===== config.mk =====
export PLATFORM = sky130hd
export DESIGN_NAME = timer_sched
export DESIGN_NICKNAME = d
export VERILOG_FILES = /design/src/rtl/timer_sched_pkg.sv /design/src/rtl/timer_sched_chan.sv /design/src/rtl/timer_sched.sv
export SDC_FILE = /design/constraint.sdc
export NUM_CORES = 1
export LEC_CHECK = 0
export ABC_AREA = 1
export CAP_MARGIN = 10
export CORE_ASPECT_RATIO = 1.4
export CORE_MARGIN = 5
export CORE_UTILIZATION = 43
export DETAILED_ROUTE_END_ITERATION = 8
export GPL_TIMING_DRIVEN = 1
export PLACE_DENSITY = 0.61
export RECOVER_POWER = 50
export SYNTH_ARGS = -nofsm -noshare
export SYNTH_HDL_FRONTEND = slang
export SYNTH_HIERARCHICAL = 1
export SYNTH_SLANG_ARGS = --single-unit

===== constraint.sdc =====
create_clock -name clk_i -period 2.4 [get_ports clk_i]
set_input_delay 0.6 -clock clk_i [delete_from_list [all_inputs] [get_ports clk_i]]
set_output_delay 0.6 -clock clk_i [all_outputs]
set_load 0.1 [all_outputs]

===== src/rtl/timer_sched_pkg.sv =====
// Shared types and defaults for the compare-match scheduler that sequences the
// chained 32-bit counter.
package timer_sched_pkg;

    localparam int N_CH_DEF = 4;
    localparam int CNT_W    = 32;
    localparam int PRESC_W  = 8;
    localparam int CH_IDX_W = 4;

    typedef struct packed {
        logic             armed;
        logic             periodic;
        logic [CNT_W-1:0] cmp;
        logic [CNT_W-1:0] period;
    } chan_state_t;

    typedef struct packed {
        logic [CH_IDX_W-1:0] ch;
        logic                arm;
        logic                periodic;
        logic [CNT_W-1:0]    delay;
    } cfg_req_t;

    // A zero delay would target the value already on the counter; promote it to one tick.
    function automatic logic [CNT_W-1:0] eff_delay(input logic [CNT_W-1:0] delay);
        return (delay == '0) ? CNT_W'(1) : delay;
    endfunction

endpackage


===== src/rtl/timer_sched_chan.sv =====
// One compare channel: arm/disarm state, modular compare, periodic reload and
// sticky pending bit.
module timer_sched_chan
    import timer_sched_pkg::*;
(
    input  logic             clk_i,
    input  logic             rst_i,
    input  logic             cfg_we_i,
    input  logic             cfg_arm_i,
    input  logic             cfg_periodic_i,
    input  logic [CNT_W-1:0] cfg_delay_i,
    input  logic [CNT_W-1:0] count_i,
    input  logic             irq_ack_i,
    output logic             evt_o,
    output logic             irq_pend_o
);

    chan_state_t st_q, st_d;
    logic        evt_q, evt_d;
    logic        pend_q, pend_d;
    logic        match;

    assign match = st_q.armed && (count_i == st_q.cmp);

    always_comb begin
        st_d  = st_q;
        evt_d = 1'b0;
        if (cfg_we_i) begin
            // Programming wins over a match seen in the same cycle; that event is dropped.
            st_d.armed = cfg_arm_i;
            if (cfg_arm_i) begin
                st_d.periodic = cfg_periodic_i;
                st_d.cmp      = count_i + cfg_delay_i;
                st_d.period   = cfg_delay_i;
            end
        end else if (match) begin
            evt_d = 1'b1;
            if (st_q.periodic) begin
                st_d.cmp = st_q.cmp + st_q.period;
            end else begin
                st_d.armed = 1'b0;
            end
        end
        pend_d = evt_q | (pend_q & ~irq_ack_i);
    end

    always_ff @(posedge clk_i or posedge rst_i) begin
        if (rst_i) begin
            st_q   <= '0;
            evt_q  <= 1'b0;
            pend_q <= 1'b0;
        end else begin
            st_q   <= st_d;
            evt_q  <= evt_d;
            pend_q <= pend_d;
        end
    end

    assign evt_o      = evt_q;
    assign irq_pend_o = pend_q;

endmodule


===== src/rtl/timer_sched.sv =====
// Compare-match scheduler: prescaled counter enable, channel programming port
// (valid/ready) and overflow flag around N_CH compare channels.
module timer_sched #(
    parameter int  N_CH    = timer_sched_pkg::N_CH_DEF,
    parameter int  PRESC_W = timer_sched_pkg::PRESC_W,
    parameter int  CNT_W   = timer_sched_pkg::CNT_W,
    localparam int CH_W    = (N_CH > 1) ? $clog2(N_CH) : 1
) (
    input  logic               clk_i,
    input  logic               rst_i,
    input  logic               run_i,
    input  logic [PRESC_W-1:0] presc_i,
    output logic               cnt_en_o,
    input  logic [CNT_W-1:0]   count_i,
    input  logic               ovf_i,
    input  logic               cfg_valid_i,
    output logic               cfg_ready_o,
    input  logic [CH_W-1:0]    cfg_ch_i,
    input  logic               cfg_arm_i,
    input  logic               cfg_periodic_i,
    input  logic [CNT_W-1:0]   cfg_delay_i,
    output logic [N_CH-1:0]    evt_o,
    output logic [N_CH-1:0]    irq_pend_o,
    input  logic [N_CH-1:0]    irq_ack_i,
    output logic               irq_o,
    output logic               ovf_pend_o,
    input  logic               ovf_ack_i
);

    import timer_sched_pkg::*;

    logic [PRESC_W-1:0] pc_q, pc_d;
    logic               en_q, en_d;
    logic               rdy_q, rdy_d;
    logic               ovf_pend_q, ovf_pend_d;
    logic               accept;
    cfg_req_t           req;

    // Handshake: a request transfers on any cycle where cfg_valid_i and cfg_ready_o
    // are both high; ready then drops for exactly one cycle. Requesters hold the
    // request fields stable while valid is high and ready is low.
    assign accept = cfg_valid_i & rdy_q;

    always_comb begin
        req.ch       = CH_IDX_W'(cfg_ch_i);
        req.arm      = cfg_arm_i;
        req.periodic = cfg_periodic_i;
        req.delay    = eff_delay(cfg_delay_i);

        pc_d = '0;
        en_d = 1'b0;
        if (run_i) begin
            if (pc_q >= presc_i) begin
                en_d = 1'b1;
            end else begin
                pc_d = pc_q + 1'b1;
            end
        end

        rdy_d      = ~accept;
        ovf_pend_d = ovf_i | (ovf_pend_q & ~ovf_ack_i);
    end

    always_ff @(posedge clk_i or posedge rst_i) begin
        if (rst_i) begin
            pc_q       <= '0;
            en_q       <= 1'b0;
            rdy_q      <= 1'b0;
            ovf_pend_q <= 1'b0;
        end else begin
            pc_q       <= pc_d;
            en_q       <= en_d;
            rdy_q      <= rdy_d;
            ovf_pend_q <= ovf_pend_d;
        end
    end

    for (genvar g = 0; g < N_CH; g++) begin : g_ch
        timer_sched_chan u_chan (
            .clk_i          (clk_i),
            .rst_i          (rst_i),
            .cfg_we_i       (accept && (req.ch == CH_IDX_W'(g))),
            .cfg_arm_i      (req.arm),
            .cfg_periodic_i (req.periodic),
            .cfg_delay_i    (req.delay),
            .count_i        (count_i),
            .irq_ack_i      (irq_ack_i[g]),
            .evt_o          (evt_o[g]),
            .irq_pend_o     (irq_pend_o[g])
        );
    end

    assign cnt_en_o    = en_q;
    assign cfg_ready_o = rdy_q;
    assign ovf_pend_o  = ovf_pend_q;
    assign irq_o       = |irq_pend_o;

endmodule


==> results of run 1 <==
## state kept, by name, indices dropped and copies added, names as in the netlist
name	flops
g_ch.u_chan/irq_pend_o	4
g_ch.u_chan/evt_o	4
cfg_ready_o	1
cnt_en_o	1
pc_q	8
ovf_pend_o	1
g_ch.u_chan/st_q	264
## power by group through the flow
stage / Combinational, mW / Clock [mW] / Sequential, mW
final: 19.7 / 5.76 / 8.01
after global routing: 22.0 / 6.02 / 8.15
after CTS: 19.2 / 5.87 / 7.94
after detailed placement: 19.0 / 0 / 8.01
after global placement: 18.8 / 0 / 8.00
after floorplan: 12.9 / 0 / 7.34
## worst max-delay path: stages
cell and delay [ps]:
buf_6 100, nor2_4 100, nand2_2 60, nor2_4 260, nand4_1 250, nand2_4 190
buf_12 140, ha_4 140, inv_2 40, fa_2 350, inv_2 90, nand3_2 80
nand3_4 110, nand2_2 70, nand2_4 100, nand3_2 80, nand2_1 60, nand2_1 60
nand3_2 50, nand2_1 40, nand2_1 50, nand2_1 40
## how the worst min path moves through the flow
stage | slack [ps] | from | end
floorplan | 450 | rst_i | cnt_en_o$_DFF_PP0_
global placement | 460 | g_ch[0].u_chan/evt_o$_DFF_PP0_ | g_ch[0].u_chan/irq_pend_o$_DFF_PP0_
detailed placement | 460 | g_ch[3].u_chan/evt_o$_DFF_PP0_ | g_ch[3].u_chan/irq_pend_o$_DFF_PP0_
CTS | 450 | cfg_delay_i[4] | g_ch[1].u_chan/st_q[4]$_DFFE_PP0P_
global route | 460 | cfg_delay_i[2] | g_ch[3].u_chan/st_q[2]$_DFFE_PP0P_
finish | 470 | cfg_delay_i[2] | g_ch[3].u_chan/st_q[2]$_DFFE_PP0P_
## through the flow
stage                     setup WS (ps)  setup TNS, ps  power [mW]  util, %  area, um^2
after detailed placement          -1510        -177030        27.0     52.5       40700
after floorplan                    -108          -1920        20.2        -       33700
final                              -236          -8320        33.5     55.7       43100
after global routing               -362         -14330        36.2     55.6       43100
after global placement            -1560        -181480        26.8     52.5       40700
after CTS                          -120          -2620        33.0     54.6       42300
## synthesized netlist by cell type (3+ instances only)
| master | number |
|---|---|
| buf_2 | 19 |
| nor2_2 | 6 |
| o21bai_1 | 23 |
| nor4_1 | 4 |
| nor3_2 | 4 |
| a22oi_1 | 3 |
| ha_1 | 257 |
| nand3_2 | 3 |
| nand4_1 | 41 |
| and2_1 | 21 |
| buf_1 | 6 |
| o22ai_1 | 12 |
| a21o_1 | 13 |
| clkbuf_1 | 75 |
| nand3_1 | 342 |
| o2111ai_1 | 4 |
| inv_1 | 1095 |
| a21oi_4 | 3 |
| dfrtp_1 | 283 |
| xnor2_1 | 19 |
| nor2_1 | 447 |
| buf_4 | 9 |
| a21oi_1 | 207 |
| xor2_1 | 57 |
| nand2_1 | 2825 |
| or2_2 | 27 |
| nand2_2 | 10 |
| inv_2 | 10 |
| nor3_1 | 56 |
| a32o_1 | 3 |
| or2_1 | 7 |
| buf_6 | 3 |
| a22o_1 | 4 |
| fa_1 | 8 |
| a21boi_0 | 7 |
| nand3b_1 | 48 |
| o21ai_0 | 117 |
## layout make-up
type | instances | area share [%]
repair buffers | 701 | 14.4
flip-flops and latches | 283 | 16.4
diodes | 1 | 0.00580
inverters | 1105 | 9.62
multi-input cells | 4586 | 53.7
clock inverters | 20 | 0.496
clock buffers | 44 | 2.30
well taps | 1045 | 3.03
## repair_timing
item                                    CTS  global route
gates resized for setup                 202           252
buffers inserted                         13            14
endpoints found under the setup margin  130           120
pin swaps                                69           117
## routing by layer
metal,GRT usage [%],vias up,part of all wire (%)
li1,-,19773,-
met1,41.5,17886,41
met2,54.1,1322,46
met3,4.34,331,7.4
met4,16.0,0,6.3
met5,0,-,0
## logic make-up (layout without fill, tap and decap cells)
group	count (synthesis)	count (layout)	share of synthesized area, %
AOI/OAI and AO/OA	398	398	6.58
xor gates and xnor gates	76	76	1.99
adders and majority gates	265	265	10.1
buffers and inverters	1218	1870	13.9
DFF	283	283	21.2
other	0	1	0
and+or+nand+nor	3847	3847	46.3
==> qor.yml, run 1 <==
fillers: 8017
ir_worst_vdd_v: 0.000777
fp-row-count: 121
final_max_slew_viol_count: 0
finalWeightedCongestion: 0.988
cellInternalPower_mw: 17.0
hpwlAfterDp_mm: 111
syn-mean-instance-area_um2: 5.50
p_sw_share_pct: 49.2
setup.worst_path.end: "g_ch[3].u_chan/st_q[48]$_DFFE_PP0P_"
initial_core_util_pct: 43.2
number_of_hold_buffers_added_after_cts: 0
mappedNetlistArea_um2: 33500
setup_ws_ps: -236
cp-end-kind: "register"
maxClockFrequency_mhz: 379
rsz0062_at_grt: "yes"
die_y_um: 340
cts_inserted_buffers: 37
fin_hold_ws_ps: 470
synth_cell_type_count: 45
r2r-end: "g_ch[1].u_chan/st_q[40]$_DFFE_PP0P_"
max_slew.worst_pin.slew_ps: 1400
finClkSkew_ps: 40.6
seq_power_share_pct: 23.9
route.detailed.drc: 0
initial_antenna_violation_count: 6
grt_overflow_total: 0
via_per_inst: 5.05
cts_sinks: 283
fraction_of_registers_with_async_set_or_reset_after_synthesis_pct: 100
report.final.hold_viol_count: 0
power_density_nw_per_um2: 777
final_common_cell: "nand2_1"
final_antenna_net_count: 0
core-area_um2: 77500
port-buffer-count: 97
post-route-period-util_pct: 110
cts_tree: "yes"
reg2reg_from: "g_ch[1].u_chan/st_q[32]$_DFFE_PP0P_"
crit_required_ps: 2870
leakage_nw: 26.0
drt-initial-drc-count: 3088
clkSlewWorstSetupHoldPaths_ps: 80
combPwrFrac_pct: 58.9
die_w_um: 246
multi_input_area_um2: 23200
register_area_um2: 7080
clk_root_buffer_cell: "clkbuf_16"
final-instance-count-excl-fill: 7785
h-tree-depth: 2
synth_sequential_area_ratio_pct: 21.2
pwr-share-clk_pct: 17.2
dp.cells: 7704
layout.cells.most_common_list: "nand2_1, inv_1, buf_4, nor2_1, dfrtp_1"
min_path_type: "input pin to register"
route.detailed.wl_per_inst_um: 18.2
wire_length_of_the_first_global_routing_pass_mm: 210
grt_start_max_net_pins: 69
design.die.area_um2: 83600
postSynth.topFlopCell: "dfrtp_1"
power_switching_mw: 16.5
synth.net_count: 6438
crit_type: "input pin to register"
status: "finished, violations left"
yosysWarnings: 6
area.growth.synth_to_final_pct: 28.8
reg2reg_depth: 10
synth.ff_latch_count: 283
slew_headroom_pct: 6.90
drive_above_1_share_pct: 15.5
ys_top_cells_by_area: "nand2_1, dfrtp_1, inv_1, ha_1, nand3_1"
drt_first_pass_iters: 5
yosys.area.top_type_share_pct: 31.7
crit_path_max_fanout: 4
grt.total_usage_pct: 32.5
post-synth-top-area-cell: "nand2_1"
maximum_clock_path_buffer_count: 3
critical_path.startpoint_type: "input pin"
failing_checks: "setup timing"
nets: 7065
worst_ep_arrival_time_ps: 3110
maxCapViolations: 0
synth_enable_flop_cells: 0
top_level_ports: 98
clk-insertion-delay-late_ps: 600
whs_path_depth: 4
final_period_minus_worst_setup_slack_ps: 2640
setup.reg_to_reg.worst_slack_ps: 40
final-setup-viol-count: 62
vias: 39312
netlist_instances: 6087
grt_pass1_vias: 36723
final_wl_mm: 141
launch_point_of_the_critical_path: "cfg_delay_i[18]"
Note: power is estimated with default switching activity, not from simulation.
==> run 2: changes to the inputs <==
ABC_AREA = unset   (was 1)
CORE_ASPECT_RATIO = 0.7   (was 1.4)
PLACE_DENSITY = unset   (was 0.61)
==> qor.yml, run 2 <==
area.growth.synth_to_final_pct: 57.6
synth.ff_latch_count: 283  # unchanged
max_slew.worst_pin.slew_ps: 1060  # -333 ps
vias: 31346  # -20%
core-area_um2: 61700  # -20%
synth_cell_type_count: 90  # +100%
wire_length_of_the_first_global_routing_pass_mm: 185  # -12%
status: "finished, violations left"
leakage_nw: 20.4  # -22%
crit_type: "input pin to register"
synth.net_count: 3616  # -44%
via_per_inst: 5.93  # +17%
post-synth-top-area-cell: "dfrtp_1"
number_of_hold_buffers_added_after_cts: 0  # unchanged
top_level_ports: 98  # unchanged
final_antenna_net_count: 0  # unchanged
registers.top_by_ff_count: "g_ch.u_chan/st_q"
postSynth.topFlopCell: "dfrtp_1"
yosys.cell_count.top_type: "nand2_1"
die_w_um: 309  # +26%
h-tree-depth: 2  # unchanged
layout_top_registers: "g_ch.u_chan/st_q: 264 flops, pc_q: 8 flops"
maxClockFrequency_mhz: 293  # -23%
route.detailed.wl_per_inst_um: 23.4  # +29%
final_period_minus_worst_setup_slack_ps: 3420  # +781 ps
yosysWarnings: 6  # unchanged
layout.cells.most_common_list: "buf_4, nand2_1, dfrtp_1, ha_1, a21oi_1"
min_path_type: "register to register"
grt_start_max_net_pins: 69  # unchanged
drive_above_1_share_pct: 40.2  # +25 points
fin_setup_tns_ps: -63090  # -54770 ps
die_y_um: 219  # -36%
final-setup-viol-count: 126  # +100%
design.die.area_um2: 67600  # -19%
slew_headroom_pct: 29.1  # +22 points
nets: 4790  # -32%
fin_hold_ws_ps: 465  # -4.47 ps
finalWeightedCongestion: 1.01  # +2.2%
grt_pass1_vias: 31012  # -16%
power_density_nw_per_um2: 805  # +3.7%
setup_ws_ps: -1020  # -781 ps
netlist_instances: 3265  # -46%
clkSlewWorstSetupHoldPaths_ps: 60  # -20 ps
maxCapViolations: 0  # unchanged
yosys.area.top_type_share_pct: 26.4  # -5.3 points
dpl_cell_area_um2: 36600  # -10%
whs_path_depth: 1  # -3
finClkSkew_ps: 22.8  # -17.8 ps
clk_root_buffer_cell: "clkbuf_16"
ir_worst_vdd_v: 0.000573  # -26%
cts_inserted_buffers: 36  # -2.7%
final_wl_mm: 124  # -12%
fp-row-count: 76  # -37%
final_common_cell: "buf_4"
fillers: 4763  # -41%
synth_enable_flop_cells: 0  # unchanged
initial_antenna_violation_count: 7  # +1
hold-path-endpoint: "g_ch[0].u_chan/irq_pend_o$_DFF_PP0_"
worst_ep_arrival_time_ps: 3890  # +780 ps
final_max_slew_viol_count: 0  # unchanged
largest_register_ffs: 264  # unchanged
ys_top_cells_by_area: "dfrtp_1, ha_1, nand2_1, xor2_1, a21oi_1"
grt_overflow_total: 0  # unchanged
port-buffer-count: 97  # unchanged
initial_core_util_pct: 43.5  # +0.33 points
cts_tree: "yes"
mappedNetlistArea_um2: 26900  # -20%
report.final.hold_viol_count: 0  # unchanged
failing_checks: "setup timing"
syn-mean-instance-area_um2: 8.23  # +50%
stdcell_area_um2: 42300  # -1.8%
grt.total_usage_pct: 35.4  # +2.8 points
rsz0062_at_grt: "yes"
setup.reg_to_reg.worst_slack_ps: -730  # -770 ps
crit_path_max_fanout: 4  # unchanged
reg2reg_depth: 14  # +4
drt-initial-drc-count: 3404  # +10%
maximum_clock_path_buffer_count: 3  # unchanged
fraction_of_registers_with_async_set_or_reset_after_synthesis_pct: 100  # unchanged
min-delay-start: "g_ch[0].u_chan/evt_o$_DFF_PP0_"
n_antenna_cell: 0  # -1
drt_first_pass_iters: 6  # +1
post-layout-total-power_mw: 34.1  # +1.8%
critical_path.startpoint_type: "input pin"
crit_required_ps: 2870  # about the same
reg2reg_from: "g_ch[0].u_chan/st_q[0]$_DFFE_PP0P_"
cts_sinks: 283  # unchanged
synthTopCellsByCount: "nand2_1, dfrtp_1, ha_1, a21oi_1, nor2_1"
post-route-period-util_pct: 142  # +33 points
synth_sequential_area_ratio_pct: 26.4  # +5.2 points
clk-insertion-delay-late_ps: 570  # -30 ps
route.detailed.drc: 0  # unchanged
hpwlAfterDp_mm: 91.5  # -18%
r2r-end: "g_ch[0].u_chan/st_q[56]$_DFFE_PP0P_"
cp-end-kind: "register"
-- run 2: layout make-up --
class                   count  area (um^2)  area share [%]
clock buffers              49         1050            2.48
flip-flops and latches    283         7090            16.7
well taps                 819         1020            2.42
clock inverters            15          124           0.293
multi-input cells        2716        21700            51.2
inverters                 105          394           0.931
repair buffers           1297        11000            26.0
-- run 2: power breakdown --
group	internal, mW	switching (mW)
sequential	5.89	1.02
combinational	10.5	11.0
clock	3.19	2.43
-- run 2: stage by stage --
| stage | worst slack, ps | util (%) | cells |
|---|---|---|---|
| 3_5_place_dp | -2090 | 59.2 | 5061 |
| 6_report | -1020 | 68.6 | 5284 |
| 2_1_floorplan | -1150 | - | 3265 |
| 4_1_cts | -980 | 66.7 | 5246 |
| 3_3_place_gp | -2060 | 59.2 | 5061 |
| 5_1_grt | -1100 | 68.6 | 5284 |
-- run 2: worst max-delay path, stage by stage --
cell	delay, ps
buf_2	110
nor4_2	250
nand4_1	190
o21bai_4	310
buf_12	160
ha_4	140
inv_2	40
fa_2	360
nor2b_4	140
o31a_1	220
o31ai_4	90
a31oi_4	230
a22o_4	180
a311o_2	240
buf_6	140
a311oi_2	110
xor2_1	160
o221ai_1	200
-- run 2: how the worst max path moves through the flow --
stage	startpoint	cells after the start	endpoint
floorplan	cfg_delay_i[4]	15	g_ch[1].u_chan/st_q[56]$_DFFE_PP0P_
global placement	cfg_delay_i[0]	18	g_ch[0].u_chan/st_q[56]$_DFFE_PP0P_
detailed placement	cfg_delay_i[4]	18	g_ch[1].u_chan/st_q[56]$_DFFE_PP0P_
CTS	cfg_delay_i[28]	18	g_ch[3].u_chan/st_q[58]$_DFFE_PP0P_
global route	cfg_delay_i[0]	19	g_ch[1].u_chan/st_q[60]$_DFFE_PP0P_
finish	cfg_delay_i[9]	18	g_ch[3].u_chan/st_q[58]$_DFFE_PP0P_
-- run 2: logic make-up after synthesis --
logic type                 synth area share [%]
and+or+nand+nor                            19.6
buffers and inverters                      4.43
DFF                                        26.4
adders and majority gates                  12.6
AOI/OAI and AO/OA                          25.1
xor gates and xnor gates                   10.4
muxes                                      1.62
-- run 2: metal layers --
layer | routed length [um] | share of wire (%) | track usage [%]
met2 | 50300 | 41 | 51.1
met3 | 15000 | 12 | 10.6
met1 | 54000 | 44 | 51.0
met5 | 75 | 0.061 | 0
met4 | 4430 | 3.6 | 10.4
-- run 2: timing repair --
action,CTS,global route
resized for setup,711,248
endpoints found under the setup margin,130,132
cloned,8,1
pin swaps,324,239
setup buffers,132,70
